===== src/rtl/uart_transmitter_pkg.sv =====
// Shared definitions for the UART transmitter: frame state encoding, framing
// constants and the baud divisor table derived from the system clock frequency.
package uart_transmitter_pkg;

    typedef enum logic [2:0] {
        ST_IDLE   = 3'd0,
        ST_START  = 3'd1,
        ST_DATA   = 3'd2,
        ST_PARITY = 3'd3,
        ST_STOP   = 3'd4
    } tx_state_t;

    localparam int FRAME_BITS         = 11;
    localparam int DATA_BITS          = 8;
    localparam int OVERSAMPLE_DEFAULT = 16;
    localparam int DIV_W              = 24;

    function automatic int unsigned baud_rate(input logic [2:0] sel);
        int unsigned rate;
        case (sel)
            3'd0:    rate = 32'd300;
            3'd1:    rate = 32'd1200;
            3'd2:    rate = 32'd4800;
            3'd3:    rate = 32'd9600;
            3'd4:    rate = 32'd19200;
            3'd5:    rate = 32'd38400;
            3'd6:    rate = 32'd57600;
            default: rate = 32'd115200;
        endcase
        return rate;
    endfunction

    // Rounded clocks-per-tick; never below one so the tick stays well defined.
    function automatic logic [DIV_W-1:0] baud_divisor(input longint clk_freq,
                                                      input longint oversample,
                                                      input logic [2:0] sel);
        longint den;
        longint quo;
        den = oversample * longint'(baud_rate(sel));
        quo = (clk_freq + den / 64'sd2) / den;
        if (quo < 64'sd1) begin
            quo = 64'sd1;
        end else begin
            quo = quo;
        end
        return DIV_W'(quo);
    endfunction

    function automatic logic even_parity(input logic [DATA_BITS-1:0] data);
        return ^data;
    endfunction

endpackage


===== src/rtl/uart_transmitter_baud_controller.sv =====
// Baud tick generator: selects the divisor for the latched rate code and pulses
// sample_tick for one clock every DIV clocks while enabled.
module uart_transmitter_baud_controller
    import uart_transmitter_pkg::*;
#(
    parameter int CLK_FREQ   = 50_000_000,
    parameter int OVERSAMPLE = OVERSAMPLE_DEFAULT
) (
    input  logic       clk,
    input  logic       reset,
    input  logic       enable,
    input  logic       clear,
    input  logic [2:0] baud_select,
    output logic       sample_tick
);

    localparam logic [DIV_W-1:0] DIV_0 = baud_divisor(CLK_FREQ, OVERSAMPLE, 3'd0);
    localparam logic [DIV_W-1:0] DIV_1 = baud_divisor(CLK_FREQ, OVERSAMPLE, 3'd1);
    localparam logic [DIV_W-1:0] DIV_2 = baud_divisor(CLK_FREQ, OVERSAMPLE, 3'd2);
    localparam logic [DIV_W-1:0] DIV_3 = baud_divisor(CLK_FREQ, OVERSAMPLE, 3'd3);
    localparam logic [DIV_W-1:0] DIV_4 = baud_divisor(CLK_FREQ, OVERSAMPLE, 3'd4);
    localparam logic [DIV_W-1:0] DIV_5 = baud_divisor(CLK_FREQ, OVERSAMPLE, 3'd5);
    localparam logic [DIV_W-1:0] DIV_6 = baud_divisor(CLK_FREQ, OVERSAMPLE, 3'd6);
    localparam logic [DIV_W-1:0] DIV_7 = baud_divisor(CLK_FREQ, OVERSAMPLE, 3'd7);

    logic [DIV_W-1:0] div_s;
    logic [DIV_W-1:0] cnt_r;
    logic             tick_s;

    // Divisor mux over the constant rate table.
    always_comb begin
        case (baud_select)
            3'd0:    div_s = DIV_0;
            3'd1:    div_s = DIV_1;
            3'd2:    div_s = DIV_2;
            3'd3:    div_s = DIV_3;
            3'd4:    div_s = DIV_4;
            3'd5:    div_s = DIV_5;
            3'd6:    div_s = DIV_6;
            default: div_s = DIV_7;
        endcase
    end

    assign tick_s      = enable && !clear && (cnt_r == (div_s - DIV_W'(1)));
    assign sample_tick = tick_s;

    // Clock divider: restarts on clear, on a tick, and whenever disabled.
    always_ff @(posedge clk or negedge reset) begin
        if (!reset) begin
            cnt_r <= '0;
        end else if (clear || !enable || tick_s) begin
            cnt_r <= '0;
        end else begin
            cnt_r <= cnt_r + DIV_W'(1);
        end
    end

endmodule


===== src/rtl/uart_transmitter.sv =====
// UART transmitter: captures a byte on Tx_WR while idle and sends it as
// start, 8 data bits LSB first, even parity and stop, with registered TxD.
module uart_transmitter
    import uart_transmitter_pkg::*;
#(
    parameter int CLK_FREQ   = 50_000_000,
    parameter int OVERSAMPLE = OVERSAMPLE_DEFAULT
) (
    input  logic       clk,
    input  logic       reset,
    input  logic       Tx_EN,
    input  logic       Tx_WR,
    input  logic [7:0] Tx_DATA,
    input  logic [2:0] Tx_baud_select,
    output logic       TxD,
    output logic       Tx_BUSY
);

    localparam int                TICK_W    = (OVERSAMPLE > 1) ? $clog2(OVERSAMPLE) : 1;
    localparam logic [TICK_W-1:0] TICK_LAST = TICK_W'(OVERSAMPLE - 1);
    localparam logic [2:0]        BIT_LAST  = 3'(DATA_BITS - 1);

    tx_state_t         state_r;
    tx_state_t         state_next_s;
    logic [7:0]        shift_r;
    logic [7:0]        shift_next_s;
    logic              parity_r;
    logic              parity_next_s;
    logic [2:0]        bit_cnt_r;
    logic [2:0]        bit_cnt_next_s;
    logic [2:0]        sel_r;
    logic [2:0]        sel_next_s;
    logic              busy_r;
    logic              busy_next_s;
    logic              txd_r;
    logic              txd_next_s;
    logic [TICK_W-1:0] tick_cnt_r;
    logic              capture_s;
    logic              baud_en_s;
    logic              tick_s;
    logic              bit_end_s;

    assign capture_s = (state_r == ST_IDLE) && Tx_WR;
    assign baud_en_s = Tx_EN || (state_r != ST_IDLE);
    assign bit_end_s = tick_s && (tick_cnt_r == TICK_LAST) && (state_r != ST_IDLE);

    uart_transmitter_baud_controller #(
        .CLK_FREQ   (CLK_FREQ),
        .OVERSAMPLE (OVERSAMPLE)
    ) u_baud (
        .clk         (clk),
        .reset       (reset),
        .enable      (baud_en_s),
        .clear       (capture_s),
        .baud_select (sel_r),
        .sample_tick (tick_s)
    );

    // Frame sequencing: capture, bit boundaries and the data shift.
    always_comb begin
        state_next_s   = state_r;
        shift_next_s   = shift_r;
        parity_next_s  = parity_r;
        bit_cnt_next_s = bit_cnt_r;
        sel_next_s     = sel_r;
        busy_next_s    = busy_r;
        case (state_r)
            ST_IDLE: begin
                if (Tx_WR) begin
                    state_next_s   = ST_START;
                    shift_next_s   = Tx_DATA;
                    parity_next_s  = even_parity(Tx_DATA);
                    bit_cnt_next_s = 3'd0;
                    sel_next_s     = Tx_baud_select;
                    busy_next_s    = 1'b1;
                end else begin
                    busy_next_s    = 1'b0;
                end
            end
            ST_START: begin
                if (bit_end_s) begin
                    state_next_s   = ST_DATA;
                    bit_cnt_next_s = 3'd0;
                end else begin
                    state_next_s   = ST_START;
                end
            end
            ST_DATA: begin
                if (bit_end_s) begin
                    shift_next_s = {1'b0, shift_r[7:1]};
                    if (bit_cnt_r == BIT_LAST) begin
                        state_next_s = ST_PARITY;
                    end else begin
                        bit_cnt_next_s = bit_cnt_r + 3'd1;
                    end
                end else begin
                    state_next_s = ST_DATA;
                end
            end
            ST_PARITY: begin
                if (bit_end_s) begin
                    state_next_s = ST_STOP;
                end else begin
                    state_next_s = ST_PARITY;
                end
            end
            ST_STOP: begin
                if (bit_end_s) begin
                    state_next_s = ST_IDLE;
                    busy_next_s  = 1'b0;
                end else begin
                    state_next_s = ST_STOP;
                end
            end
            default: begin
                state_next_s = ST_IDLE;
                busy_next_s  = 1'b0;
            end
        endcase
    end

    // Line level for the state being entered, so TxD flips with the state.
    always_comb begin
        case (state_next_s)
            ST_IDLE:   txd_next_s = 1'b1;
            ST_START:  txd_next_s = 1'b0;
            ST_DATA:   txd_next_s = shift_next_s[0];
            ST_PARITY: txd_next_s = parity_next_s;
            ST_STOP:   txd_next_s = 1'b1;
            default:   txd_next_s = 1'b1;
        endcase
    end

    // Frame state registers.
    always_ff @(posedge clk or negedge reset) begin
        if (!reset) begin
            state_r   <= ST_IDLE;
            shift_r   <= 8'h00;
            parity_r  <= 1'b0;
            bit_cnt_r <= 3'd0;
            sel_r     <= 3'd0;
            busy_r    <= 1'b0;
            txd_r     <= 1'b1;
        end else begin
            state_r   <= state_next_s;
            shift_r   <= shift_next_s;
            parity_r  <= parity_next_s;
            bit_cnt_r <= bit_cnt_next_s;
            sel_r     <= sel_next_s;
            busy_r    <= busy_next_s;
            txd_r     <= txd_next_s;
        end
    end

    // Ticks within the current bit; wraps on the bit boundary.
    always_ff @(posedge clk or negedge reset) begin
        if (!reset) begin
            tick_cnt_r <= '0;
        end else if (capture_s || (state_r == ST_IDLE)) begin
            tick_cnt_r <= '0;
        end else if (tick_s) begin
            tick_cnt_r <= (tick_cnt_r == TICK_LAST) ? '0 : tick_cnt_r + TICK_W'(1);
        end else begin
            tick_cnt_r <= tick_cnt_r;
        end
    end

    assign TxD     = txd_r;
    assign Tx_BUSY = busy_r;

endmodule


===== config.mk =====
export PLATFORM = sky130hd
export DESIGN_NAME = uart_transmitter
export DESIGN_NICKNAME = d
export VERILOG_FILES = /design/src/rtl/uart_transmitter_pkg.sv /design/src/rtl/uart_transmitter_baud_controller.sv /design/src/rtl/uart_transmitter.sv
export SDC_FILE = /design/constraint.sdc
export NUM_CORES = 1
export LEC_CHECK = 0
export ABC_AREA = 1
export CORE_MARGIN = 3
export CORE_UTILIZATION = 55
export CTS_CLUSTER_DIAMETER = 80
export DETAILED_ROUTE_END_ITERATION = 8
export DONT_BUFFER_PORTS = 1
export GPL_TIMING_DRIVEN = 0
export PLACE_DENSITY = 0.7
export SETUP_SLACK_MARGIN = 0.5
export SLEW_MARGIN = 5
export SYNTH_ARGS = -nofsm -noshare
export SYNTH_HDL_FRONTEND = slang
export SYNTH_SLANG_ARGS = --single-unit

===== constraint.sdc =====
create_clock -name clk -period 4 [get_ports clk]
set_clock_uncertainty 0.1 [all_clocks]
set_input_delay 0.4 -clock clk [delete_from_list [all_inputs] [get_ports clk]]
set_output_delay 0.4 -clock clk [all_outputs]
set_load 0.005 [all_outputs]

==> results of run 1 <==
-- cell type report --
cell class	count	area, um^2	share of cell area
plain buffers	6	38.8	0.0119
clock buffers	5	68.8	0.0211
clock inverters	3	46.3	0.0142
inverters	53	206	0.0633
multi-input cells	313	1570	0.482
flip-flops and latches	48	1200	0.369
well taps	70	87.6	0.0269
repair buffers	2	37.5	0.0115
-- power breakdown --
group	leakage [nW]	switching, W	total (W)	internal (W)
Sequential	0.614	0.0000609	0.000600	0.000539
Combinational	0.962	0.000230	0.000365	0.000135
Clock	0.0548	0.000180	0.000368	0.000189
Total	1.63	0.000470	0.00133	0.000862
-- layer usage --
layer / vias to the layer above / share of wire / GRT usage
met1: 1244 / 0.47 / 0.299
li1: 1388 / - / -
met3: 13 / 0.051 / 0.0482
met2: 61 / 0.46 / 0.381
met4: 0 / 0.021 / 0.0777
met5: - / 0 / 0
-- path summary, 6_finish.rpt --
check                      cells after the start              startpoint                        end  slack (ns)
hold reg to reg                                2  shift_r[5]$_DFFE_PN0P_     shift_r[5]$_DFFE_PN0P_        0.39
min in group asynchronous                      2                   reset   bit_cnt_r[0]$_DFFE_PN0P_        0.50
setup reg to reg                              17    sel_r[2]$_DFFE_PN0P_  u_baud.cnt_r[8]$_DFF_PN0_        1.02
setup / recovery                              17    sel_r[2]$_DFFE_PN0P_  u_baud.cnt_r[8]$_DFF_PN0_        1.02
max in group asynchronous                      2                   reset              TxD$_DFF_PN1_        3.04
hold / removal                                 2              Tx_DATA[4]     shift_r[4]$_DFFE_PN0P_        0.09
-- flip-flops by register name, summed over array words and instances, names as in the netlist --
name          cells
u_baud.cnt_r     24
shift_r           8
tick_cnt_r        4
bit_cnt_r         3
sel_r             3
state_r           3
TxD               1
Tx_BUSY           1
parity_r          1
-- cell usage in the layout, fill, tap and decap left out, types with 2 or more instances in the layout --
cell type and instances:
nor4_1 3, nand3_1 30, nor3_1 11, o21ai_0 11
xnor2_1 8, dfrtp_1 47, a21oi_1 14, a32oi_1 6
nand2_2 5, inv_1 51, nor2_1 56, or2_2 2
xor2_1 9, nor3b_1 4, buf_4 2, clkbuf_8 5
nand4_2 2, nand2_1 121, clkbuf_1 2, ha_1 5
nand4_1 15
-- per-stage QoR --
stage          utilization  total power, W  setup slack (ns)  std cells
2_1_floorplan            -        0.000878              1.58        420
4_1_cts              0.626         0.00134              1.06        500
6_report             0.626         0.00133              1.02        500
3_5_place_dp         0.597        0.000956              1.08        490
3_3_place_gp         0.597        0.000948              1.09        490
5_1_grt              0.626         0.00143             0.738        500
-- cells by family (layout without fill, tap and decap cells) --
kind of cell               count (synthesis)  in the layout  synth area share
AOI/OAI and AO/OA                         39             39            0.0808
and+or+nand+nor                          252            252             0.370
buffers and inverters                     59             69            0.0812
DFF                                       48             48             0.398
adders and majority gates                  5              5            0.0207
xor gates and xnor gates                  17             17            0.0493
-- what timing repair did --
item / in CTS / in global routing
hold buffers: 2 / 0
hold endpoints to repair: 48 / 0
setup endpoints to repair: 0 / 0
-- critical path: stages (launching register included) --
cell and delay, ns:
dfrtp_1 0.47, nand2_1 0.23, nand2_2 0.10, nand2_2 0.10
inv_1 0.05, ha_1 0.29, inv_1 0.04, nand2_1 0.06
nand2_1 0.06, nor2_1 0.13, nand2_1 0.07, nor2_1 0.10
nand3_1 0.07, nor2_1 0.34, nand2_2 0.14, o211ai_2 0.18
buf_4 0.26, nor3_1 0.06
==> reports/metrics.csv, run 1 <==
stage,metric,value,unit
clocking,cts bufs inserted,5,
clocking,CTS tree,done,
clocking,clock sinks,48,
floorplan,Die Y,80.1,um
place,Post-DP Area,3110,um^2
floorplan,Die Width,80.1,um
sta,RSZ-0062 raised after global routing,false,
sta,Achievable Freq,0.336,GHz
synth,YS warnings,0,
setup_path,Worst Path Max Fanout,10,
synth,ranking of synthesized cells by area,"dfrtp_1, nand2_1, nor2_1",
sta,Worst slew margin,0.593,
detailed_routing,DRT iter0 DRCs,141,
synth,synth unique cells,36,
synth,Avg Inst Size Synth,7.19,um^2
setup_path,CP startpoint kind,flop,
finish,Antenna diodes,0,
finish,fraction of layout cells with a size suffix above 1,0.0651,
synth,"count leader, synth",nand2_1,
sta,Final period util,0.745,
setup_path,WP data required,4.08,ns
pwr,Leak Pwr,1.63,nW
synth,Post-synth ARST share,1.00,
sta,Min Hold Slack,0.0931,ns
global_routing,first-pass GRT wire length,11.7,mm
detailed_routing,Vias,2706,
clocking,worst skew pair latency,0.31,ns
floorplan,IO Pins,17,
sta,final setup fails,0,
sta,final hold violation count,0,
place,routability congestion estimate,0.946,
finish,Final Cell Area,3260,um^2
synth,top-area cell type share of the netlist area,0.390,
synth,commonest register cell after synthesis,dfrtp_1,
clocking,Resize count post-CTS,0,
synth,"flops & latches, synth",48,
sta,"Slew Viols, Final",0,
synth,"Seq/Total Area, Yosys",0.398,
hold_path,HP Class,input port to flop,
floorplan,die area,6410,um^2
floorplan,row count,26,
run,max_cap viols,0,
global_routing,largest net degree at the start of global routing,49,
finish,fin nets,449,
synth,Post-synth EDFFs,0,
detailed_routing,DR WL/cell,13.1,um
sta,TNS Setup,0,ns
detailed_routing,vias per cell,5.41,
global_routing,vias in the first global route,2677,
finish,area grow syn2layout,7.96,%
detailed_routing,first-pass detailed-route iteration total,4,
synth,top cell type by total area after synthesis,dfrtp_1,
detailed_routing,"antenna viol nets, final",0,
global_routing,grt ovf,0,
sta,minimum clock period,2.98,ns
clocking,clock root buffer,clkbuf_8,
floorplan,CORE AREA,5200,um^2
place,port bufs,0,
clocking,maximum root-to-sink buffer count,2,
clocking,H-Tree Level Count,2,
sta,actual slew at the worst max-slew pin,0.608,ns
floorplan,Initial Util,0.580,
synth,Synth top cells by count,"nand2_1, nor2_1, inv_1, dfrtp_1, nand3_1",
pwr,VDD IR max,0.000231,V
global_routing,gr usage total,0.230,
finish,Fillers,505,
detailed_routing,Total Wirelength,6.54,mm
synth,Mapped Area,3020,um^2
outcome,status,finished clean,
clocking,clock slew at reported path FFs,0.10,ns
setup_path,CP arrival,3.06,ns
synth,Synthesized Nets,440,
place,HPWL after DPL,5.00,mm
global_routing,antenna violations before repair,0,
clocking,postcts setup bufs,0,
pwr,power per cell area,409,nW/um^2
setup_path,critical path class,flop to flop,
synth,Syn Inst Count,420,
detailed_routing,drt drc,0,
setup_path,critical path capture point type,flop,
Note: power is estimated with default switching activity, not from simulation.
==> run 2: changes to the inputs <==
==> constraint.sdc (replaced) <==
create_clock -name clk -period 3 [get_ports clk]
set_clock_uncertainty 0.1 [all_clocks]
set_input_delay 0.3 -clock clk [delete_from_list [all_inputs] [get_ports clk]]
set_output_delay 0.3 -clock clk [all_outputs]
set_load 0.005 [all_outputs]
==> run 2 against run 1 <==
- count of clock-buffer cells in the layout did not move
- highest routed layer unchanged
- register-to-register slack worse by 0.55 ns
- via count increased by 6.9%
- cell area rose by 14%
- hold slack worse by 0.091 ns
- setup slack got worse by 0.55 ns
- cell count rose by 4.2%
- largest power group unchanged
- wire length increased by 15%
- core utilization rose by 8.7 points
==> reports/metrics.csv, run 2 (same netlist as run 1, synthesis figures left out) <==
stage,metric,value,unit
clocking,worst skew pair latency,0.31,ns
sta,"Slew Viols, Final",0,
finish,leading registers by flop count,"u_baud.cnt_r x24, shift_r x8, tick_cnt_r x4",
finish,Antenna diodes,0,
sta,Worst slew margin,0.668,
sta,Final period util,0.843,
setup_path,critical path capture point type,flop,
clocking,CTS tree,done,
sta,actual slew at the worst max-slew pin,0.498,ns
setup_path,Worst Path Max Fanout,8,
setup_path,WP data required,3.10,ns
clocking,clock slew at reported path FFs,0.10,ns
global_routing,largest net degree at the start of global routing,49,
setup_path,WP buf/inv,5,
global_routing,grt ovf,0,
setup_path,Most common cell on crit path,nand2_2,
clocking,clock root buffer,clkbuf_8,
setup_path,crit path from,sel_r[0]$_DFFE_PN0P_,
outcome,status,finished clean,
detailed_routing,"antenna viol nets, final",0,
finish,fraction of layout cells with a size suffix above 1,0.206,
finish,most frequent cells in the layout,"nand2_1, dfrtp_1, inv_1",
sta,final setup margin,0.471,ns
sta,TNS Setup,0,ns
global_routing,gr usage total,0.246,
finish,max reg flops,24,
clocking,H-Tree Level Count,2,
pwr,Final Total Pwr,0.00194,W
finish,Fillers,435,
setup_path,critical path's top delay family,simple AND/OR/NAND/NOR gates,
global_routing,first-pass GRT wire length,12.5,mm
detailed_routing,drt drc,0,
floorplan,CORE AREA,5200,um^2
clocking,cts bufs inserted,5,
pwr,power per cell area,521,nW/um^2
detailed_routing,vias per cell,5.55,
pwr,VDD IR max,0.000319,V
place,Place WS,0.0825,ns
floorplan,die area,6410,um^2
sta,Achievable Freq,0.395,GHz
finish,Final Util,0.713,
floorplan,Die Width,80.1,um
pwr,Leak Pwr,1.78,nW
sta,final setup fails,0,
finish,footprint of the multi-input gates,1830,um^2
setup_path,CP peak stage delay,0.39,ns
clocking,clock sinks,48,
setup_path,worst r2r src,sel_r[0]$_DFFE_PN0P_,
place,port bufs,0,
finish,Storage cell area,1200,um^2
detailed_routing,DRT iter0 DRCs,214,
hold_path,HP Class,input port to flop,
floorplan,IO Pins,17,
finish,Final Cell Area,3710,um^2
place,HPWL after DPL,5.00,mm
detailed_routing,DR WL/cell,14.4,um
setup_path,"Slowest-stage cell, CP",dfrtp_1,
finish,"commonest non-fill, non-tap cell in the layout",nand2_1,
sta,final hold violation count,0,
detailed_routing,first-pass detailed-route iteration total,5,
finish,Biggest register,u_baud.cnt_r,
global_routing,vias in the first global route,2802,
global_routing,antenna violations before repair,0,
finish,area grow syn2layout,23.0,%
setup_path,worst path cell trace,buf_6 -> inv_8 -> nand2_8 -> nand2_4 -> inv_2 -> ha_4 -> inv_2 -> nand2_2 -> nand2_2 -> nor2_4 -> nand2_2 -> nor2_2 -> nand3_2 -> nor2_4 -> nand2_4 -> o211ai_4 -> buf_6 -> nor3b_1,
detailed_routing,Total Wirelength,7.50,mm
sta,RSZ-0062 raised after global routing,true,
floorplan,row count,26,
sta,minimum clock period,2.53,ns
floorplan,Initial Util,0.580,
hold_path,Min-Delay Startpoint,Tx_baud_select[1],
run,max_cap viols,0,
finish,fin nets,470,
detailed_routing,Vias,2893,
setup_path,CP startpoint kind,flop,
place,Post-DP Area,3110,um^2
place,routability congestion estimate,0.946,
floorplan,Die Y,80.1,um
setup_path,critical path class,flop to flop,
clocking,maximum root-to-sink buffer count,2,
setup_path,CP arrival,2.63,ns
-- run 2: cell count changes in the layout (fill, tap and decap cells not counted), moves of 5 or more --
cell and delta:
buf_6 +6, inv_2 +5, nor3_2 +8, nor2_1 -14, buf_4 +11, inv_1 -5, nor3_1 -8, o21ai_0 -5
nand2_1 -9, nor2_2 +9, dlygate4sd3_1 +5, nor2_4 +5
-- run 2: per-stage QoR --
step                cells  hold WS [ns]
floorplan             420       -0.0956
global placement      490       -0.0942
detailed placement    490       -0.0939
CTS                   512       0.00225
global route          521        0.0101
finish                521       0.00231
-- run 2: path summary, 6_finish.rpt --
| check | depth (start not counted) | slack (ns) | endpoint |
|---|---|---|---|
| max in group asynchronous | 2 | 2.13 | TxD$_DFF_PN1_ |
| setup / recovery | 18 | 0.47 | u_baud.cnt_r[4]$_DFF_PN0_ |
| hold reg to reg | 2 | 0.40 | shift_r[1]$_DFFE_PN0P_ |
| min in group asynchronous | 2 | 0.39 | u_baud.cnt_r[1]$_DFF_PN0_ |
| setup reg to reg | 18 | 0.47 | u_baud.cnt_r[4]$_DFF_PN0_ |
| hold / removal | 2 | 0.002 | sel_r[1]$_DFFE_PN0P_ |
-- run 2: cell type report --
type | count | area share
inverter | 53 | 0.0556
clock buffer | 5 | 0.0185
buffer | 6 | 0.0131
sequential | 48 | 0.324
clock inverter | 3 | 0.0125
tap | 70 | 0.0236
timing repair buffer | 23 | 0.0600
multi-input combinational | 313 | 0.493
-- run 2: timing repair --
action | in CTS | in global routing
cloned | 0 | 2
gates resized for setup | 20 | 61
pin swaps | 12 | 19
setup buffers | 7 | 7
hold buffers | 7 | 0
setup endpoints to repair | 44 | 47
endpoints found under the hold margin | 53 | 0
-- run 2: where the power goes --
part	internal [W]	switching (W)
logic	0.000247	0.000389
clock network	0.000252	0.000246
registers	0.000718	0.0000841
-- run 2: layer usage --
layer	part of all wire	up-vias	GRT usage	wire, um
met5	0	-	0	0
met4	0.021	0	0.0709	154
met3	0.045	18	0.0381	335
met2	0.48	87	0.417	3620
met1	0.45	1362	0.324	3390
li1	-	1426	-	-
